[config.mk]
export PLATFORM = sky130hd
export DESIGN_NAME = mem_bist_initiator_flat
export DESIGN_NICKNAME = d
export VERILOG_FILES = /design/src/rtl/mem_bist_initiator_if.sv /design/src/rtl/mem_bist_initiator.sv /design/src/flat_wrapper.sv
export SDC_FILE = /design/constraint.sdc
export NUM_CORES = 1
export LEC_CHECK = 0
export CORE_MARGIN = 2
export CORE_UTILIZATION = 50
export CTS_BUF_LIST = sky130_fd_sc_hd__clkbuf_16
export DETAILED_ROUTE_END_ITERATION = 6
export GPL_ROUTABILITY_DRIVEN = 1
export PLACE_DENSITY = 0.74
export SYNTH_ARGS = -nofsm -noshare
export SYNTH_HDL_FRONTEND = slang
export SYNTH_SLANG_ARGS = --single-unit
[constraint.sdc]
create_clock -name clk -period 4.3 [get_ports clk]
set_input_delay 1.29 -clock clk [delete_from_list [all_inputs] [get_ports clk]]
set_output_delay 1.29 -clock clk [all_outputs]
set_load 0.005 [all_outputs]
[src/rtl/mem_bist_initiator_if.sv]
// rtl/mem_bist_initiator_if.sv - valid/ready request bus between the BIST initiator and a single-port memory
// Signal suffixes are from the initiator's point of view.
interface mem_bist_initiator_if #(
  parameter int WIDTH      = 16,
  parameter int ADDR_WIDTH = 4
) ();
  logic                  valid_o;
  logic                  w_r_o;
  logic [ADDR_WIDTH-1:0] addr_o;
  logic [WIDTH-1:0]      wdata_o;
  logic                  ready_i;
  logic [WIDTH-1:0]      rdata_i;

  modport master (
    output valid_o,
    output w_r_o,
    output addr_o,
    output wdata_o,
    input  ready_i,
    input  rdata_i
  );

  modport slave (
    input  valid_o,
    input  w_r_o,
    input  addr_o,
    input  wdata_o,
    output ready_i,
    output rdata_i
  );
endinterface

[src/rtl/mem_bist_initiator.sv]
// rtl/mem_bist_initiator.sv - writes a seed+idx pattern over a wrapping window, reads it back and scores it
// Optional handshake watchdog: define MEMBIST_TIMEOUT_EN.
module mem_bist_initiator #(
  parameter int WIDTH      = 16,
  parameter int DEPTH      = 16,
  parameter int ADDR_WIDTH = $clog2(DEPTH),
  parameter int TIMEOUT    = 15
) (
  input  logic                  clk,
  input  logic                  rst,
  input  logic                  start_i,
  input  logic [ADDR_WIDTH-1:0] base_i,
  input  logic [ADDR_WIDTH-1:0] len_i,
  input  logic [WIDTH-1:0]      seed_i,
  output logic                  busy_o,
  output logic                  done_o,
  output logic                  pass_o,
  output logic [ADDR_WIDTH:0]   err_cnt_o,
  output logic [ADDR_WIDTH-1:0] first_err_addr_o,
  output logic                  timeout_o,
  mem_bist_initiator_if.master  mem
);

  typedef enum logic [2:0] {
    IDLE   = 3'd0,
    WR_REQ = 3'd1,
    WR_GAP = 3'd2,
    RD_REQ = 3'd3,
    RD_GAP = 3'd4,
    DONE   = 3'd5
  } state_t;

  state_t                state_q, state_d;
  logic [ADDR_WIDTH-1:0] idx_q, idx_d;
  logic [ADDR_WIDTH-1:0] base_q, base_d;
  logic [ADDR_WIDTH-1:0] len_q, len_d;
  logic [WIDTH-1:0]      seed_q, seed_d;
  logic [ADDR_WIDTH:0]   err_cnt_q, err_cnt_d;
  logic [ADDR_WIDTH-1:0] first_err_q, first_err_d;
  logic                  pass_q, pass_d;
  logic                  done_q, done_d;
  logic                  busy_q, busy_d;
  logic                  timeout_q, timeout_d;
  logic                  valid_q, valid_d;
  logic                  w_r_q, w_r_d;
  logic [ADDR_WIDTH-1:0] addr_q, addr_d;
  logic [WIDTH-1:0]      wdata_q, wdata_d;

  logic [ADDR_WIDTH-1:0] cur_addr;
  logic [WIDTH-1:0]      exp_data;
  logic                  wd_expired;
  logic                  in_wr;
  logic                  in_xfer;

  // Window addresses wrap for free because DEPTH is a power of two.
  assign cur_addr = base_q + idx_q;
  assign exp_data = seed_q + WIDTH'(idx_q);

`ifdef MEMBIST_TIMEOUT_EN
  localparam int CNT_W = $clog2(TIMEOUT + 1);

  logic [CNT_W-1:0] cnt_q, cnt_d;

  always_comb begin
    cnt_d = cnt_q;
    if (state_d != state_q) begin
      cnt_d = '0;
    end else if (cnt_q != CNT_W'(TIMEOUT - 1)) begin
      cnt_d = cnt_q + 1'b1;
    end
  end

  always_ff @(posedge clk or posedge rst) begin
    if (rst) begin
      cnt_q <= '0;
    end else begin
      cnt_q <= cnt_d;
    end
  end

  assign wd_expired = (cnt_q == CNT_W'(TIMEOUT - 1)) &&
                      (state_q != IDLE) && (state_q != DONE);
`else
  localparam int unused_timeout = TIMEOUT;

  assign wd_expired = 1'b0;
`endif

  always_comb begin
    state_d     = state_q;
    idx_d       = idx_q;
    base_d      = base_q;
    len_d       = len_q;
    seed_d      = seed_q;
    err_cnt_d   = err_cnt_q;
    first_err_d = first_err_q;
    pass_d      = pass_q;
    done_d      = 1'b0;
    timeout_d   = timeout_q;

    case (state_q)
      IDLE: begin
        if (start_i) begin
          base_d      = base_i;
          len_d       = len_i;
          seed_d      = seed_i;
          idx_d       = '0;
          err_cnt_d   = '0;
          first_err_d = '0;
          pass_d      = 1'b0;
          timeout_d   = 1'b0;
          state_d     = WR_REQ;
        end
      end
      WR_REQ: begin
        if (mem.ready_i) begin
          state_d = WR_GAP;
        end
      end
      WR_GAP: begin
        // A ready still high here belongs to the request just retired.
        if (!mem.ready_i) begin
          if (idx_q < len_q) begin
            idx_d   = idx_q + 1'b1;
            state_d = WR_REQ;
          end else begin
            idx_d   = '0;
            state_d = RD_REQ;
          end
        end
      end
      RD_REQ: begin
        if (mem.ready_i) begin
          state_d = RD_GAP;
          if (mem.rdata_i != exp_data) begin
            err_cnt_d = err_cnt_q + 1'b1;
            if (err_cnt_q == '0) begin
              first_err_d = cur_addr;
            end
          end
        end
      end
      RD_GAP: begin
        if (!mem.ready_i) begin
          if (idx_q < len_q) begin
            idx_d   = idx_q + 1'b1;
            state_d = RD_REQ;
          end else begin
            state_d = DONE;
          end
        end
      end
      DONE: begin
        done_d  = 1'b1;
        pass_d  = (err_cnt_q == '0) && !timeout_q;
        state_d = IDLE;
      end
      default: begin
        state_d = IDLE;
      end
    endcase

    // An abort freezes the scoreboard exactly as it stood.
    if (wd_expired) begin
      state_d     = DONE;
      timeout_d   = 1'b1;
      idx_d       = idx_q;
      err_cnt_d   = err_cnt_q;
      first_err_d = first_err_q;
    end

    in_wr   = (state_d == WR_REQ) || (state_d == WR_GAP);
    in_xfer = in_wr || (state_d == RD_REQ) || (state_d == RD_GAP);
    valid_d = (state_d == WR_REQ) || (state_d == RD_REQ);
    w_r_d   = in_wr;
    addr_d  = in_xfer ? (base_d + idx_d) : '0;
    wdata_d = in_wr ? (seed_d + WIDTH'(idx_d)) : '0;
    busy_d  = (state_q != IDLE) || (state_d != IDLE);
  end

  always_ff @(posedge clk or posedge rst) begin
    if (rst) begin
      state_q     <= IDLE;
      idx_q       <= '0;
      base_q      <= '0;
      len_q       <= '0;
      seed_q      <= '0;
      err_cnt_q   <= '0;
      first_err_q <= '0;
      pass_q      <= 1'b0;
      done_q      <= 1'b0;
      busy_q      <= 1'b0;
      timeout_q   <= 1'b0;
      valid_q     <= 1'b0;
      w_r_q       <= 1'b0;
      addr_q      <= '0;
      wdata_q     <= '0;
    end else begin
      state_q     <= state_d;
      idx_q       <= idx_d;
      base_q      <= base_d;
      len_q       <= len_d;
      seed_q      <= seed_d;
      err_cnt_q   <= err_cnt_d;
      first_err_q <= first_err_d;
      pass_q      <= pass_d;
      done_q      <= done_d;
      busy_q      <= busy_d;
      timeout_q   <= timeout_d;
      valid_q     <= valid_d;
      w_r_q       <= w_r_d;
      addr_q      <= addr_d;
      wdata_q     <= wdata_d;
    end
  end

  assign busy_o           = busy_q;
  assign done_o           = done_q;
  assign pass_o           = pass_q;
  assign err_cnt_o        = err_cnt_q;
  assign first_err_addr_o = first_err_q;
  assign timeout_o        = timeout_q;

  assign mem.valid_o = valid_q;
  assign mem.w_r_o   = w_r_q;
  assign mem.addr_o  = addr_q;
  assign mem.wdata_o = wdata_q;

endmodule

[src/flat_wrapper.sv]
// flat-port wrapper written by rule: the top's interface ports become plain ports
module mem_bist_initiator_flat 
#(
  parameter int WIDTH      = 16,
  parameter int DEPTH      = 16,
  parameter int ADDR_WIDTH = $clog2(DEPTH),
  parameter int TIMEOUT    = 15
)
  (clk, rst, start_i, base_i, len_i, seed_i, busy_o, done_o, pass_o, err_cnt_o, first_err_addr_o, timeout_o, mem_valid_o, mem_w_r_o, mem_addr_o, mem_wdata_o, mem_ready_i, mem_rdata_i);
  mem_bist_initiator_if #(.WIDTH(WIDTH), .ADDR_WIDTH(ADDR_WIDTH)) mem_i ();
  input  logic clk;
  input  logic rst;
  input  logic start_i;
  input  logic [ADDR_WIDTH-1:0] base_i;
  input  logic [ADDR_WIDTH-1:0] len_i;
  input  logic [WIDTH-1:0] seed_i;
  output logic busy_o;
  output logic done_o;
  output logic pass_o;
  output logic [ADDR_WIDTH:0] err_cnt_o;
  output logic [ADDR_WIDTH-1:0] first_err_addr_o;
  output logic timeout_o;
  output wire logic [$bits(mem_i.valid_o)-1:0] mem_valid_o;
  output wire logic [$bits(mem_i.w_r_o)-1:0] mem_w_r_o;
  output wire logic [$bits(mem_i.addr_o)-1:0] mem_addr_o;
  output wire logic [$bits(mem_i.wdata_o)-1:0] mem_wdata_o;
  input wire logic [$bits(mem_i.ready_i)-1:0] mem_ready_i;
  input wire logic [$bits(mem_i.rdata_i)-1:0] mem_rdata_i;
  assign mem_valid_o = mem_i.valid_o;
  assign mem_w_r_o = mem_i.w_r_o;
  assign mem_addr_o = mem_i.addr_o;
  assign mem_wdata_o = mem_i.wdata_o;
  assign mem_i.ready_i = mem_ready_i;
  assign mem_i.rdata_i = mem_rdata_i;
  mem_bist_initiator #(.WIDTH(WIDTH), .DEPTH(DEPTH), .ADDR_WIDTH(ADDR_WIDTH), .TIMEOUT(TIMEOUT)) u_core (.clk(clk), .rst(rst), .start_i(start_i), .base_i(base_i), .len_i(len_i), .seed_i(seed_i), .busy_o(busy_o), .done_o(done_o), .pass_o(pass_o), .err_cnt_o(err_cnt_o), .first_err_addr_o(first_err_addr_o), .timeout_o(timeout_o), .mem(mem_i));
endmodule
==> flow_metrics.py <==
metrics = {
    "grt": {
        "grt_pass1_vias": 3619,
        "grt_first_pass_wirelength_mm": 17.3,
        "grt_max_degree": 44,
        "grt_use_total_pct": 25.0,
        "overflow": 0,
        "antenna_found_initial": 0,
    },
    "worst_setup_path": {
        "cp.required_ps": 4550,
        "critPathMaxFanout": 8,
        "reg2reg_depth": 16,
        "crit_path_start_kind": "input port",
        "worstSetupPathType": "input port to flop",
        "endpoint_kind": "flop",
        "worstPathArrival_ps": 4310,
        "r2r_slack_ps": 480,
        "r2r-start": "u_core.idx_q[2]$_DFF_PP0_",
        "r2r_end": "u_core.mem.wdata_o[7]$_DFF_PP0_",
    },
    "floorplanning": {
        "die_y_um": 95.4,
        "num_rows": 33,
        "ios": 79,
        "core_area_um2": 8130,
        "fp.dieW_um": 95.4,
        "start_util_pct": 51.3,
        "dieArea_um2": 9090,
    },
    "final_layout": {
        "fin_nets": 623,
        "layout_commonest_cell": "nand2_1",
        "diodes": 0,
        "most-common-layout-cells": "nand2_1 (81), clkdlybuf4s50_1 (77), dfrtp_1 (65), nor2_1 (28)",
        "drive_gt1_share_pct": 10.9,
        "syn_to_final_growth_pct": 30.7,
        "final_util_pct": 67.1,
        "stdcell_count": 666,
    },
    "logic_synthesis": {
        "syn_nets": 534,
        "synth.avg_cell_area_um2": 8.94,
        "synth_area_um2": 4170,
        "ys_async_sr_fraction_pct": 100,
        "synth_seq_cells": 65,
        "ys.flop_type": "dfrtp_1",
        "synth_edf_count": 0,
        "ys_seq_area_share_pct": 39.0,
        "postSynthCellCount": 467,
        "ys_types": 68,
        "yosys_warnings": 0,
    },
    "routing": {
        "drt-initial-drc-count": 274,
        "routedWlPerCell_um": 16.2,
        "drt_pass1_iterations": 5,
        "drc": 0,
        "vias": 3714,
        "antenna_left": 0,
        "vias_per_cell": 5.58,
        "wirelength_mm": 10.8,
    },
    "placement": {
        "dp_hpwl_mm": 8.00,
        "routabilityCongestion": 0.890,
        "post-place-cells": 650,
        "io_buffers": 77,
    },
    "timing": {
        "rsz0062_at_grt": "no",
        "final_hold_viol_count": 0,
        "clock.fmax_mhz": 246,
        "finalHoldWorstSlack_ps": 507,
        "fin_worst_skew_ps": 7.73,
        "tightest_slew_ps": 743,
        "fin_crit_sh_pct": 94.4,
        "slew_headroom_pct": 50.0,
        "setup_viol": 0,
        "report.final.slew_viol_count": 0,
        "post-route-min-period_ps": 4060,
    },
    "power": {
        "power.total_w": 0.00381,
        "swShare_pct": 41.0,
        "p_leak_nw": 2.47,
        "comb_power_share_pct": 51.6,
        "peakVddDrop_v": 0.000378,
        "intPower_w": 0.00225,
        "power_switching_w": 0.00156,
        "p_seq_share_pct": 28.8,
        "power.density_nw_per_um2": 698,
        "p_clk_share_pct": 19.7,
    },
    "run": {
        "drv_cap": 0,
    },
    "outcome": {
        "status": "completed",
    },
    "clocking": {
        "root_buffer": "clkbuf_16",
        "post-cts-setup-buffer-count": 0,
        "clockBufferDepth": 2,
        "worst_skew_pair.late_latency_ps": 330,
        "h-tree-depth": 3,
        "cts_buffers": 9,
        "numClockSinks": 65,
        "clkTransAtPathRegs_ps": 60,
        "cts_hold_buf": 0,
        "tritoncts": "yes",
    },
    "worst_hold_path": {
        "hold_path.startpoint": "u_core.pass_o$_DFFE_PP0P_",
        "holdPathEnd": "u_core.pass_o$_DFFE_PP0P_",
        "holdPathStages": 2,
        "min_path_type": "flop to flop",
    },
}
## worst max-delay path, stage by stage
cell and delay [ps]:
clkdlybuf4s50_1 510, nor2_1 60, mux2_2 270, nand2_1 70, a21oi_1 100, a221oi_2 300
a21oi_1 70, a21o_1 170, ha_1 300, nand2_1 80, o41ai_2 310, a211oi_2 100
buf_4 170, or3_1 340, a21oi_1 160
## synthesized netlist by cell type, drive strengths merged, types with 3 or more instances
cell type | number | area share, %
nand4 | 10 | 1.5
o22ai | 3 | 0.45
dfrtp | 65 | 39
nor3 | 4 | 0.48
or4 | 3 | 0.63
inv | 21 | 1.9
clkbuf | 15 | 1.4
o21bai | 4 | 0.72
mux2i | 12 | 2.9
nor4b | 4 | 1.2
nand3 | 14 | 1.7
nand2b | 8 | 1.2
a21oi | 22 | 2.6
or2 | 3 | 0.45
ha | 21 | 6.3
o21ai | 27 | 3.3
a21o | 5 | 0.90
or3 | 9 | 1.3
nor2b | 4 | 0.60
nand2 | 81 | 7.3
nor2 | 28 | 2.5
xnor2 | 23 | 4.8
and2 | 10 | 1.5
a31oi | 3 | 0.45
buf | 7 | 1.1
a211oi | 4 | 0.96
xor2 | 13 | 2.7
## power by group through the flow
| stage | sequential (W) | combinational [W] | clock, W |
|---|---|---|---|
| 3_5_place_dp | 0.00109 | 0.00193 | 0 |
| 5_1_grt | 0.00113 | 0.00219 | 0.000785 |
| 3_3_place_gp | 0.00109 | 0.00188 | 0 |
| 6_report | 0.00110 | 0.00196 | 0.000748 |
| 2_1_floorplan | 0.00102 | 0.00131 | 0 |
| 4_1_cts | 0.00109 | 0.00196 | 0.000754 |
## kinds of logic (layout without fill, tap and decap cells)
group,Yosys count,after routing,synth area share (%)
AOI/OAI and AO/OA,94,94,15.2
xor gates and xnor gates,36,36,7.55
adders and majority gates,23,23,7.25
buffers and inverters,43,137,4.38
DFF,65,65,39.0
muxes,14,14,3.51
other,1,1,0.0898
and+or+nand+nor,191,191,23.0
## through the flow
| step | area [um^2] | TNS, ps | setup slack, ps |
|---|---|---|---|
| 2_1_floorplan | 4170 | 0 | 11.6 |
| 6_report | 5450 | 0 | 241 |
| 4_1_cts | 5450 | 0 | 271 |
| 5_1_grt | 5450 | 0 | 21.7 |
| 3_3_place_gp | 5140 | 0 | 17.6 |
| 3_5_place_dp | 5140 | -105 | -51.2 |
## area by class of cell
class | count | area [um^2]
inverter | 21 | 78.8
sequential | 65 | 1630
tap | 105 | 131
clock inverter | 7 | 77.6
clock buffer | 9 | 225
fill | 669 | 2680
multi-input combinational | 359 | 2370
timing repair buffer | 100 | 943
## metal layers
metal | up-vias | part of all wire [%] | global-route usage (%)
met5 | - | 0 | 0
met4 | 0 | 1.3 | 8.09
met1 | 1764 | 47 | 35.3
met2 | 120 | 46 | 39.4
li1 | 1814 | - | -
met3 | 16 | 5.0 | 3.79
## worst max path at each step
stage                            from                          endpoint  slack (ps)  depth (start not counted)
after floorplan               start_i  u_core.mem.wdata_o[13]$_DFF_PP0_          10                         14
final                     mem_ready_i   u_core.mem.wdata_o[7]$_DFF_PP0_         240                         15
after CTS                 mem_ready_i   u_core.mem.wdata_o[7]$_DFF_PP0_         270                         15
after global routing      mem_ready_i   u_core.mem.wdata_o[7]$_DFF_PP0_          20                         15
after global placement    mem_ready_i   u_core.mem.wdata_o[7]$_DFF_PP0_          20                         15
after detailed placement  mem_ready_i   u_core.mem.wdata_o[7]$_DFF_PP0_         -50                         15
## sequential cells by signal, indices dropped and copies added, names as in the netlist, 3 cells and up
name and flops:
u_core.state_q 3, u_core.first_err_addr_o 4, u_core.mem.addr_o 4, u_core.base_q 4, u_core.seed_q 16, u_core.mem.wdata_o 16, u_core.idx_q 4, u_core.len_q 4
u_core.err_cnt_o 5
## what timing repair did
item | CTS | global route
gates resized for setup | 0 | 1
endpoints found under the setup margin | 0 | 1
hold endpoints to repair | 0 | 0
No activity file was read; power rests on OpenSTA's default activity.
